--- src/rtl/vram_scan_writer.sv ---
// Frame-sweep master for the VRAM write path: raster-scans every pixel to the
// renderer on each frame request, then forwards the renderer's return stream to VRAM.
module vram_scan_writer #(
    parameter int HACT    = 640,
    parameter int VACT    = 480,
    parameter int RET_LAT = 1
) (
    input  logic        clk25M,
    input  logic        reset,
    input  logic        clk60,
    input  logic        enable,
    output logic [9:0]  whpos,
    output logic [9:0]  wvpos,
    output logic [18:0] write_vramA,
    output logic        write_ENA,
    input  logic [18:0] write_vramB,
    input  logic        write_ENB,
    input  logic [11:0] vdin,
    output logic [18:0] vram_addr,
    output logic        vram_we,
    output logic [11:0] vram_din,
    output logic        busy,
    output logic        frame_done,
    output logic [15:0] frame_cnt,
    output logic        tick_miss,
    output logic        seq_err
);

    localparam logic [9:0]  H_LAST = 10'(HACT - 1);
    localparam logic [18:0] A_LAST = 19'(HACT * VACT - 1);
    localparam int          CW     = $clog2(RET_LAT + 2);
    localparam logic [CW-1:0] D_LOAD = CW'(RET_LAT);
    localparam logic [CW-1:0] G_LOAD = CW'(RET_LAT + 1);

    typedef enum logic [1:0] {IDLE, SWEEP, DRAIN} state_t;

    state_t         state_q, state_d;
    logic           c60_q;
    logic [9:0]     whpos_q, whpos_d;
    logic [9:0]     wvpos_q, wvpos_d;
    logic [18:0]    addr_q, addr_d;
    logic           ena_q, ena_d;
    logic [CW-1:0]  drain_q, drain_d;
    logic [CW-1:0]  grace_q, grace_d;
    logic [18:0]    exp_q, exp_d;
    logic           done_q, done_d;
    logic [15:0]    fcnt_q, fcnt_d;
    logic           miss_q, miss_d;
    logic           err_q, err_d;
    logic           we_q;
    logic [18:0]    vaddr_q;
    logic [11:0]    vdin_q;
    logic           start;
    logic           busy_w;

    always_comb begin
        start   = clk60 & ~c60_q;
        busy_w  = (state_q != IDLE);
        state_d = state_q;
        whpos_d = 10'd0;
        wvpos_d = 10'd0;
        addr_d  = 19'd0;
        ena_d   = 1'b0;
        drain_d = drain_q;
        exp_d   = exp_q;

        if (write_ENB) begin
            exp_d = exp_q + 19'd1;
        end

        case (state_q)
            IDLE: begin
                if (start && enable) begin
                    state_d = SWEEP;
                    exp_d   = 19'd0;
                end
            end
            SWEEP: begin
                // First SWEEP cycle only raises the strobe; counters advance after that.
                if (ena_q && (addr_q == A_LAST)) begin
                    state_d = DRAIN;
                    drain_d = D_LOAD;
                end else begin
                    ena_d = 1'b1;
                    if (ena_q) begin
                        addr_d = addr_q + 19'd1;
                        if (whpos_q == H_LAST) begin
                            wvpos_d = wvpos_q + 10'd1;
                        end else begin
                            whpos_d = whpos_q + 10'd1;
                            wvpos_d = wvpos_q;
                        end
                    end
                end
            end
            DRAIN: begin
                if (drain_q == '0) begin
                    state_d = IDLE;
                end else begin
                    drain_d = drain_q - CW'(1);
                end
            end
            default: state_d = IDLE;
        endcase

        grace_d = (grace_q != '0) ? grace_q - CW'(1) : grace_q;
        done_d  = (state_d == DRAIN) && (drain_d == '0);
        fcnt_d  = fcnt_q + 16'(done_d);
        miss_d  = miss_q | (start & busy_w);
        // Returns straggling in right after reset belong to an abandoned sweep.
        err_d   = err_q | (write_ENB && (grace_q == '0) &&
                           ((state_q == IDLE) || (write_vramB != exp_q)));
    end

    always_ff @(posedge clk25M) begin
        if (reset) begin
            state_q <= IDLE;
            c60_q   <= 1'b0;
            whpos_q <= 10'd0;
            wvpos_q <= 10'd0;
            addr_q  <= 19'd0;
            ena_q   <= 1'b0;
            drain_q <= '0;
            grace_q <= G_LOAD;
            exp_q   <= 19'd0;
            done_q  <= 1'b0;
            fcnt_q  <= 16'd0;
            miss_q  <= 1'b0;
            err_q   <= 1'b0;
        end else begin
            state_q <= state_d;
            c60_q   <= clk60;
            whpos_q <= whpos_d;
            wvpos_q <= wvpos_d;
            addr_q  <= addr_d;
            ena_q   <= ena_d;
            drain_q <= drain_d;
            grace_q <= grace_d;
            exp_q   <= exp_d;
            done_q  <= done_d;
            fcnt_q  <= fcnt_d;
            miss_q  <= miss_d;
            err_q   <= err_d;
        end
    end

    // Return path keeps forwarding through reset so in-flight writes still land.
    always_ff @(posedge clk25M) begin
        we_q    <= write_ENB;
        vaddr_q <= write_vramB;
        vdin_q  <= vdin;
    end

    assign whpos       = whpos_q;
    assign wvpos       = wvpos_q;
    assign write_vramA = addr_q;
    assign write_ENA   = ena_q;
    assign vram_we     = we_q;
    assign vram_addr   = vaddr_q;
    assign vram_din    = vdin_q;
    assign busy        = busy_w;
    assign frame_done  = done_q;
    assign frame_cnt   = fcnt_q;
    assign tick_miss   = miss_q;
    assign seq_err     = err_q;

endmodule

--- config.mk ---
export PLATFORM = sky130hd
export DESIGN_NAME = vram_scan_writer
export DESIGN_NICKNAME = d
export VERILOG_FILES = /design/src/rtl/vram_scan_writer.sv
export SDC_FILE = /design/constraint.sdc
export NUM_CORES = 1
export LEC_CHECK = 0
export ABC_AREA = 1
export ABC_CLOCK_PERIOD_IN_PS = 6200
export BUFFER_PORTS_ARGS = -buffer_cell sky130_fd_sc_hd__buf_2
export CORE_ASPECT_RATIO = 1.25
export CORE_UTILIZATION = 50
export DETAILED_ROUTE_END_ITERATION = 7
export PLACE_DENSITY = 0.76
export SYNTH_ARGS = -nofsm -noshare
export SYNTH_HDL_FRONTEND = slang
export SYNTH_SLANG_ARGS = --single-unit
--- constraint.sdc ---
create_clock -name clk25M -period 6.2 [get_ports clk25M]
set_input_delay 0.62 -clock clk25M [delete_from_list [all_inputs] [get_ports clk25M]]
set_output_delay 0.62 -clock clk25M [all_outputs]
set_load 0.01 [all_outputs]
==> results of run 1 <==
[synth_stat cells]
| library cell | number | share of area, % |
|---|---|---|
| buf_4 | 3 | 0.47 |
| or2_2 | 3 | 0.39 |
| buf_2 | 2 | 0.21 |
| nor4_1 | 2 | 0.26 |
| o21ai_1 | 1 | 0.10 |
| nor3_1 | 11 | 1.2 |
| nor3_2 | 1 | 0.21 |
| nand2_1 | 114 | 9.0 |
| inv_1 | 68 | 5.3 |
| a31oi_1 | 1 | 0.13 |
| nor2_2 | 6 | 0.79 |
| nand3b_1 | 1 | 0.16 |
| a21oi_1 | 40 | 4.2 |
| xor2_1 | 23 | 4.2 |
| or3_1 | 2 | 0.26 |
| clkbuf_1 | 2 | 0.16 |
| and3_1 | 1 | 0.13 |
| o21a_1 | 3 | 0.47 |
| dfxtp_1 | 117 | 49 |
| o22ai_1 | 1 | 0.13 |
| nor2_4 | 4 | 0.94 |
| buf_1 | 1 | 0.079 |
| or2_0 | 2 | 0.26 |
| nand3_1 | 29 | 3.0 |
| a211oi_1 | 3 | 0.47 |
| nand2_2 | 3 | 0.39 |
| nand4_1 | 4 | 0.52 |
| nor3_4 | 1 | 0.34 |
| ha_1 | 11 | 2.9 |
| nand3_4 | 2 | 0.73 |
| nor3b_1 | 11 | 1.7 |
| xnor2_1 | 11 | 2.0 |
| o21ai_0 | 23 | 2.4 |
| nor2_1 | 83 | 6.5 |
| nand3_2 | 4 | 0.84 |
[registers in the layout, summed over array words and instances (netlist names)]
register / cells
state_q: 2
vram_we: 1
vram_addr: 19
frame_done: 1
write_ENA: 1
wvpos: 10
grace_q: 2
c60_q: 1
exp_q: 19
frame_cnt: 16
tick_miss: 1
whpos: 10
seq_err: 1
drain_q: 2
write_vramA: 19
vram_din: 12
[layer usage]
metal  global-route usage [%]  vias to the layer above  share of wire [%]
li1                         -                     2177                  -
met1                     22.9                     1944                 41
met2                     40.4                       98                 53
met3                     6.92                       10                4.3
met4                     8.04                        0                1.3
met5                        0                        -                  0
[power by group]
part           internal, mW  switching (mW)  total [mW]
clock network         0.608           0.336       0.944
registers             0.773         0.00741       0.780
logic                0.0335          0.0464      0.0799
[per-stage QoR]
step	hold slack (ps)	power [mW]	cells	area, um2
2_1_floorplan	439	0.841	594	4770
3_3_place_gp	438	0.873	836	5520
3_5_place_dp	452	0.878	836	5520
4_1_cts	297	1.83	868	6110
5_1_grt	293	1.87	868	6110
6_report	310	1.80	868	6110
[cell type report]
type	instances	area, um2
clock buffers	19	453
inverters	68	255
fillers	787	3120
flip-flops and latches	117	2340
multi-input cells	401	2130
repair buffers	127	636
well taps	123	154
clock inverters	13	133
[cells by family after synthesis]
family | share of synthesized area [%]
AOI/OAI and AO/OA | 7.91
xor gates and xnor gates | 6.24
adders and majority gates | 2.88
buffers and inverters | 6.26
DFF | 49.1
and+or+nand+nor | 27.6
[worst max path at each step]
| stage | from | endpoint | slack (ps) | cells past startpoint |
|---|---|---|---|---|
| 2_1_floorplan | write_vramA[0]$_SDFF_PP0_ | frame_cnt[14]$_SDFF_PP0_ | 3390 | 22 |
| 3_3_place_gp | write_vramA[0]$_SDFF_PP0_ | frame_cnt[14]$_SDFF_PP0_ | 3220 | 22 |
| 3_5_place_dp | write_vramA[0]$_SDFF_PP0_ | frame_cnt[14]$_SDFF_PP0_ | 3040 | 22 |
| 4_1_cts | write_vramA[0]$_SDFF_PP0_ | frame_cnt[14]$_SDFF_PP0_ | 3020 | 22 |
| 5_1_grt | write_vramA[0]$_SDFF_PP0_ | frame_cnt[14]$_SDFF_PP0_ | 2670 | 22 |
| 6_report | write_vramA[0]$_SDFF_PP0_ | frame_cnt[14]$_SDFF_PP0_ | 3040 | 22 |
==> impl_metrics.ini, run 1 <==
[worst_setup_path]
crit_fanout = 4
required_ps = 6490
crit_family = simple AND/OR/NAND/NOR gates
r2r-end = frame_cnt[14]$_SDFF_PP0_
critPathBufInv = 0
crit_path_max_incr_delay_ps = 370
critPathArrivalTime_ps = 3460
worstSetupEndpointType = flop
critPathKind = reg2reg
ff2ff_path_depth = 22
cp-start-kind = flop
path_cells = ha_1 > nand2_1 > nor2_2 > nand2_2 > nor2_2 > nand2_1 > nand2_2 > nand2_1 > nand2_1 > nand3_1 > nor2_1 > ha_1 > ha_1 > nand2_1 > nor2_1 > nand2_1 > nor2_1 > nand2_1 > nor2_1 > nand2_1 > o21ai_0 > a21oi_1
reg2reg_from = write_vramA[0]$_SDFF_PP0_
reg2reg_slack_ps = 3040
crit_top_cell = nand2_1
cp_slowest_cell = dfxtp_1

[clock_network]
cts_tree = yes
cts_setup_buffers = 0
root_buffer = clkbuf_16
clockBufferDepth = 2
cts_resized = 0
htree_num_levels = 4
cts.sinks = 117
clk_pin_slew_ps = 50
hold_buffers = 0
cts_inserted_buffers = 17
clkLatencyLatePin_ps = 410

[placed_design]
place.gp.congestion = 0.850
portBuffers = 127
hpwl_um = 7590
dp_slack_ps = 3040

[timing]
period_share_pct = 51.0
rsz0062_at_grt = false
slew_headroom_pct = 32.0
timing.fmax_mhz = 316
tightest_slew_ps = 1020
period_needed_ps = 3160
hold_viol_final = 0
finalMaxSlewViolations = 0
fin_skew_ps = 5.88
fin_ws_ps = 3040
setup_viol = 0
setup-tns-final_ps = 0

[yosys]
synth.ff_latch_count = 117
yosysWarnings = 0
synth_cell_types = 35
syn_nets = 641
syn_area_per_cell_um2 = 8.04
netlist_instances = 594
syn_area_um2 = 4770
yosysSeqAreaShare_pct = 49.1

[die]
start_util_pct = 51.8
fp.dieW_um = 89.4
rows = 39
chipHeight_um = 111
core_um2 = 9220
ioPinCount = 128
dieArea_um2 = 9950

[global_route]
track_usage_pct = 22.1
grt_pass1_wl_um = 17100
antenna_found_initial = 0
grt_max_degree = 31
grt.overflow.total = 0
grt_pass1_vias = 4101

[cells_and_area]
drive_gt1_share_pct = 24.6
final_cell_mix = buf_2 (127), dfxtp_1 (117), nand2_1 (114)
final_common_cell = buf_2
antennaDiodeCount = 0
post-route-util_pct = 66.2
fin_nets = 779
syn_to_final_growth_pct = 27.9

[detailed_routing]
routed-via-count = 4229
postRouteAntennaNets = 0
routed_wl_um = 10200
firstDrtPassIters = 4
viasPerCell = 4.87
initialDrtViolationCount = 170
avgRoutedWirePerCell_um = 11.7
drcViolationCount = 0

[pwr]
peakVddDrop_v = 0.000227
p_leak_nw = 2.64
power_density_nw_per_um2 = 295

[run]
maxCapViolations = 0

[hold_path]
worstHoldPathCells = 1
hold_class = in2reg
holdPathEnd = vram_din[8]$_DFF_P_
min_from = vdin[8]

[run_status]
status = completed
Power figures use the tool's default switching activity.
==> inputs of run 2 (changes only) <==
--- a/config.mk
+++ b/config.mk
@@ -6,7 +6,7 @@
 export NUM_CORES = 1
 export LEC_CHECK = 0
 export ABC_AREA = 1
-export ABC_CLOCK_PERIOD_IN_PS = 6200
+export ABC_CLOCK_PERIOD_IN_PS = 3140
 export BUFFER_PORTS_ARGS = -buffer_cell sky130_fd_sc_hd__buf_2
 export CORE_ASPECT_RATIO = 1.25
 export CORE_UTILIZATION = 50
==> constraint.sdc (replaced) <==
create_clock -name clk25M -period 3.14 [get_ports clk25M]
set_input_delay 0.314 -clock clk25M [delete_from_list [all_inputs] [get_ports clk25M]]
set_output_delay 0.314 -clock clk25M [all_outputs]
set_load 0.01 [all_outputs]
==> run 2 against run 1 <==
  * Hold slack got worse by 280 ps
  * Total power increased by 110%
  * Largest cell class unchanged
  * Critical path depth decreased by 1
  * Die area unchanged
  * Via count increased by 1.8%
  * Flip-flop and latch count unchanged
  * Count of clock-buffer cells in the layout unchanged
==> impl_metrics.ini, run 2 (synthesized netlist as in run 1, its figures left out) <==
[run_status]
status = completed

[pwr]
peakVddDrop_v = 0.000495
finalPower_mw = 3.78
power_density_nw_per_um2 = 592
p_leak_nw = 2.76

[worst_setup_path]
ff2ff_path_depth = 21
critPathArrivalTime_ps = 3240
cp-start-kind = flop
cp_slowest_cell = dfxtp_2
required_ps = 3420
r2r-end = frame_cnt[12]$_SDFF_PP0_
crit_path_max_incr_delay_ps = 350
crit_family = simple AND/OR/NAND/NOR gates
critPathBufInv = 0
crit_fanout = 4
critPathKind = reg2reg
crit_top_cell = nand2_1
worstSetupEndpointType = flop
path_cells = ha_2 > nand2_1 > nor2_2 > nand2_2 > nor2_4 > nand2_1 > nand2_2 > nand2_1 > nand2_2 > nand3_2 > nor2_2 > ha_2 > ha_2 > nand2_1 > nor2_2 > nand2_1 > nor2_2 > nand2_2 > nor2_4 > nand2_1 > nor3b_2
reg2reg_slack_ps = 190
reg2reg_from = write_vramA[0]$_SDFF_PP0_

[clock_network]
cts.sinks = 117
clk_pin_slew_ps = 50
root_buffer = clkbuf_16
cts_inserted_buffers = 17
clkLatencyLatePin_ps = 410
cts_tree = yes
htree_num_levels = 4
clockBufferDepth = 2

[global_route]
grt_util_met1_pct = 23.8
busiest_layer = met2
antenna_found_initial = 0
grt_pass1_vias = 4109
met2_usage_pct = 39.7
track_usage_pct = 22.5
grt_pass1_wl_um = 17300
grt.overflow.total = 0
grt_max_degree = 31
met3_usage_pct = 7.97

[die]
start_util_pct = 51.8
fp.dieW_um = 89.4
chipHeight_um = 111
dieArea_um2 = 9950
core_um2 = 9220
rows = 39
ioPinCount = 128

[detailed_routing]
initialDrtViolationCount = 208
viasPerCell = 4.86
avgRoutedWirePerCell_um = 12.0
routed-via-count = 4307
routed_wl_um = 10600
postRouteAntennaNets = 0
firstDrtPassIters = 4
drcViolationCount = 0

[timing]
fin_ws_ps = 186
hold_viol_final = 0
tightest_slew_ps = 643
timing.fmax_mhz = 339
slew_headroom_pct = 57.1
rsz0062_at_grt = true
finalMaxSlewViolations = 0
period_share_pct = 94.1
period_needed_ps = 2950
fin_skew_ps = 12.0
setup_viol = 0

[hold_path]
worstHoldPathCells = 1
holdPathEnd = vram_addr[0]$_DFF_P_
min_from = write_vramB[0]
hold_class = in2reg

[cells_and_area]
syn_to_final_growth_pct = 33.8
fin_nets = 798
post-route-util_pct = 69.2
final_cell_mix = buf_2 (127), dfxtp_1 (115), nand2_1 (111)
n_fill_cell = 733
antennaDiodeCount = 0
drive_gt1_share_pct = 26.7
final_common_cell = buf_2

[run]
maxCapViolations = 0

[placed_design]
hpwl_um = 7520
dp_slack_ps = 93.1
place.gp.congestion = 0.808
portBuffers = 127
[run 2: changes by cell type in the layout (fill, tap and decap cells not counted), sizes merged]
cell,delta
buf,+7
clkinv,-1
dlygate4sd3,+12
bufinv,+3
clkinvlp,-2
[run 2: metrics by stage]
step	instance area, um2	TNS [ps]	std cells	hold WS [ps]
after floorplan	4770	0	594	342
after global placement	5540	0	838	417
after detailed placement	5540	0	838	418
after CTS	6290	0	882	4.59
after global routing	6390	-135	887	4.44
final	6390	0	887	27.4
[run 2: cell type report]
type | count | area [um2] | area share [%]
Inverter | 68 | 255 | 4.00
Multi-Input combinational cell | 401 | 2180 | 34.2
Clock buffer | 19 | 433 | 6.78
Timing Repair Buffer | 146 | 808 | 12.7
Tap cell | 123 | 154 | 2.41
Sequential cell | 117 | 2340 | 36.7
Clock inverter | 13 | 206 | 3.23
[run 2: repair_timing]
item                                    in CTS  in global routing
gates resized for setup                      0                 19
endpoints found under the setup margin       0                  6
endpoints found under the hold margin       12                  0
buffers inserted                             0                  5
hold buffers                                12                  0
[run 2: worst max path at each step]
stage	startpoint	to	slack, ps	cells after the start
3_3_place_gp	write_vramA[0]$_SDFF_PP0_	frame_cnt[14]$_SDFF_PP0_	220	22
2_1_floorplan	write_vramA[0]$_SDFF_PP0_	frame_cnt[14]$_SDFF_PP0_	330	22
5_1_grt	write_vramA[0]$_SDFF_PP0_	frame_cnt[14]$_SDFF_PP0_	-50	22
4_1_cts	write_vramA[0]$_SDFF_PP0_	frame_cnt[14]$_SDFF_PP0_	20	22
6_report	write_vramA[0]$_SDFF_PP0_	frame_cnt[12]$_SDFF_PP0_	190	21
3_5_place_dp	write_vramA[0]$_SDFF_PP0_	frame_cnt[14]$_SDFF_PP0_	90	22
[run 2: routing by layer]
metal	part of all wire, %	vias up
met4	1.4	0
met5	0	-
met3	4.1	11
met2	54	97
met1	41	1992
li1	-	2207
[run 2: worst register-to-register path: cells and delay by family (launching register included)]
kind / cells / cell delay (ps)
AND/OR/NAND/NOR: 18 / 1930
flip-flops: 1 / 350
adder cells (fa/ha/maj): 3 / 550
[run 2: power breakdown]
part,internal [mW],switching (mW)
sequential,1.53,0.0157
clock,1.40,0.663
combinational,0.0763,0.0959
total,3.01,0.775
==> inputs of run 3 (changes only) <==
--- a/config.mk
+++ b/config.mk
@@ -11,7 +11,9 @@
 export CORE_ASPECT_RATIO = 1.25
 export CORE_UTILIZATION = 50
 export DETAILED_ROUTE_END_ITERATION = 7
+export HOLD_SLACK_MARGIN = 0.08
 export PLACE_DENSITY = 0.76
 export SYNTH_ARGS = -nofsm -noshare
 export SYNTH_HDL_FRONTEND = slang
 export SYNTH_SLANG_ARGS = --single-unit
+export TNS_END_PERCENT = 100
==> run 3 against run 2 <==
  * Critical path depth did not move
  * Total power grew 0.50%
  * Count of clock-buffer cells in the layout is the same
  * Fmax hardly changed
  * Routed wire length up 3.7%
  * Global-route usage rose by 0.83 points
  * Critical endpoint unchanged
==> impl_metrics.ini, run 3 (synthesized netlist as in run 1, its figures left out) <==
[pwr]
peakVddDrop_v = 0.000498
switching_share_pct = 20.5
seqPwrFrac_pct = 40.6
p_sw_mw = 0.778
power_density_nw_per_um2 = 578
p_leak_nw = 2.84
clockPowerShare_pct = 54.4
p_comb_share_pct = 5.0
p_int_mw = 3.02

[run_status]
status = completed

[die]
core_um2 = 9220
start_util_pct = 51.8
dieArea_um2 = 9950
ioPinCount = 128
rows = 39
chipHeight_um = 111
fp.dieW_um = 89.4

[clock_network]
cts.sinks = 117
htree_num_levels = 4
clockBufferDepth = 2
clkLatencyLatePin_ps = 410
cts_tree = yes
cts_inserted_buffers = 17
clk_pin_slew_ps = 50
root_buffer = clkbuf_16

[worst_setup_path]
cp-start-kind = flop
crit_fanout = 4
required_ps = 3420
critPathArrivalTime_ps = 3240
r2r-end = frame_cnt[12]$_SDFF_PP0_
critPathKind = reg2reg
reg2reg_slack_ps = 180
worstSetupEndpointType = flop
reg2reg_from = write_vramA[0]$_SDFF_PP0_
ff2ff_path_depth = 21

[cells_and_area]
final_cell_count_no_fill = 906
final_common_cell = buf_2
syn_to_final_growth_pct = 37.7
drive_gt1_share_pct = 26.1
antennaDiodeCount = 0
fin_nets = 817
final_cell_mix = buf_2 (127), dfxtp_1 (115), nand2_1 (111)
post-route-util_pct = 71.3

[timing]
fin_ws_ps = 185
tightest_slew_ps = 668
finalMaxSlewViolations = 0
setup_viol = 0
fin_skew_ps = 10.8
hold_viol_final = 0
slew_headroom_pct = 55.3
period_share_pct = 94.1
timing.fmax_mhz = 338
rsz0062_at_grt = true
period_needed_ps = 2960

[detailed_routing]
viasPerCell = 4.84
routed-via-count = 4386
firstDrtPassIters = 4
drcViolationCount = 0
initialDrtViolationCount = 187
postRouteAntennaNets = 0
avgRoutedWirePerCell_um = 12.1
routed_wl_um = 11000

[hold_path]
worstHoldPathCells = 3
hold_class = in2reg
min_from = clk60
holdPathEnd = c60_q$_SDFF_PP0_

[run]
maxCapViolations = 0

[global_route]
grt.overflow.total = 0
grt_pass1_wl_um = 17900
antenna_found_initial = 0
grt_pass1_vias = 4190
track_usage_pct = 23.3
grt_max_degree = 31

[placed_design]
dp_slack_ps = 93.1
portBuffers = 127
hpwl_um = 7520
place.gp.congestion = 0.808
place_inst = 838
-- run 3: cell count changes in the layout (fill, tap and decap cells not counted) --
cell           delta
dlygate4sd3_1    +19
-- run 3: routing by layer --
layer	routed length (um)	vias to the layer above	track usage, %
met2	5870	105	40.5
li1	-	2248	-
met1	4500	2015	25.1
met4	218	0	9.52
met5	0	-	0
met3	409	18	8.12
-- run 3: stage by stage --
stage,hold WS [ps],setup TNS (ps),area (um2),power (mW)
finish,128,0,6580,3.80
detailed placement,418,0,5540,1.73
CTS,105,0,6480,3.83
floorplan,342,0,4770,1.66
global route,117,-137,6580,3.94
global placement,417,0,5540,1.72
-- run 3: worst max-delay path by stage --
stage	start	end	slack, ps	cells past startpoint
2_1_floorplan	write_vramA[0]$_SDFF_PP0_	frame_cnt[14]$_SDFF_PP0_	330	22
3_3_place_gp	write_vramA[0]$_SDFF_PP0_	frame_cnt[14]$_SDFF_PP0_	220	22
3_5_place_dp	write_vramA[0]$_SDFF_PP0_	frame_cnt[14]$_SDFF_PP0_	90	22
4_1_cts	write_vramA[0]$_SDFF_PP0_	frame_cnt[14]$_SDFF_PP0_	20	22
5_1_grt	write_vramA[0]$_SDFF_PP0_	frame_cnt[14]$_SDFF_PP0_	-50	22
6_report	write_vramA[0]$_SDFF_PP0_	frame_cnt[12]$_SDFF_PP0_	180	21
-- run 3: worst max-delay path, stage by stage, from the launching register on --
cell and delay (ps):
dfxtp_2 350, ha_2 190, nand2_1 80, nor2_2 150, nand2_2 110, nor2_4 140, nand2_1 70, nand2_2 100
nand2_1 70, nand2_2 70, nand3_2 80, nor2_2 130, ha_2 190, ha_2 180, nand2_1 80, nor2_2 160
nand2_1 80, nor2_2 150, nand2_2 100, nor2_4 140, nand2_1 70, nor3b_2 150
-- run 3: area by class of cell --
class	instances	area, um2
fill	701	2650
sequential	117	2340
multi-input combinational	401	2180
timing repair buffer	165	998
clock buffer	19	433
inverter	68	255
clock inverter	13	206
tap	123	154
-- run 3: power by group through the flow --
stage / registers (mW) / logic, mW / clock network [mW]
after floorplan: 1.58 / 0.0760 / 0
after global placement: 1.57 / 0.153 / 0
after detailed placement: 1.57 / 0.161 / 0
after CTS: 1.54 / 0.191 / 2.10
after global routing: 1.55 / 0.216 / 2.17
final: 1.54 / 0.192 / 2.07
-- run 3: what timing repair did --
item / CTS / global route
setup buffers: 0 / 5
setup endpoints to repair: 0 / 6
gates resized for setup: 0 / 19
hold buffers: 31 / 0
hold endpoints to repair: 31 / 0
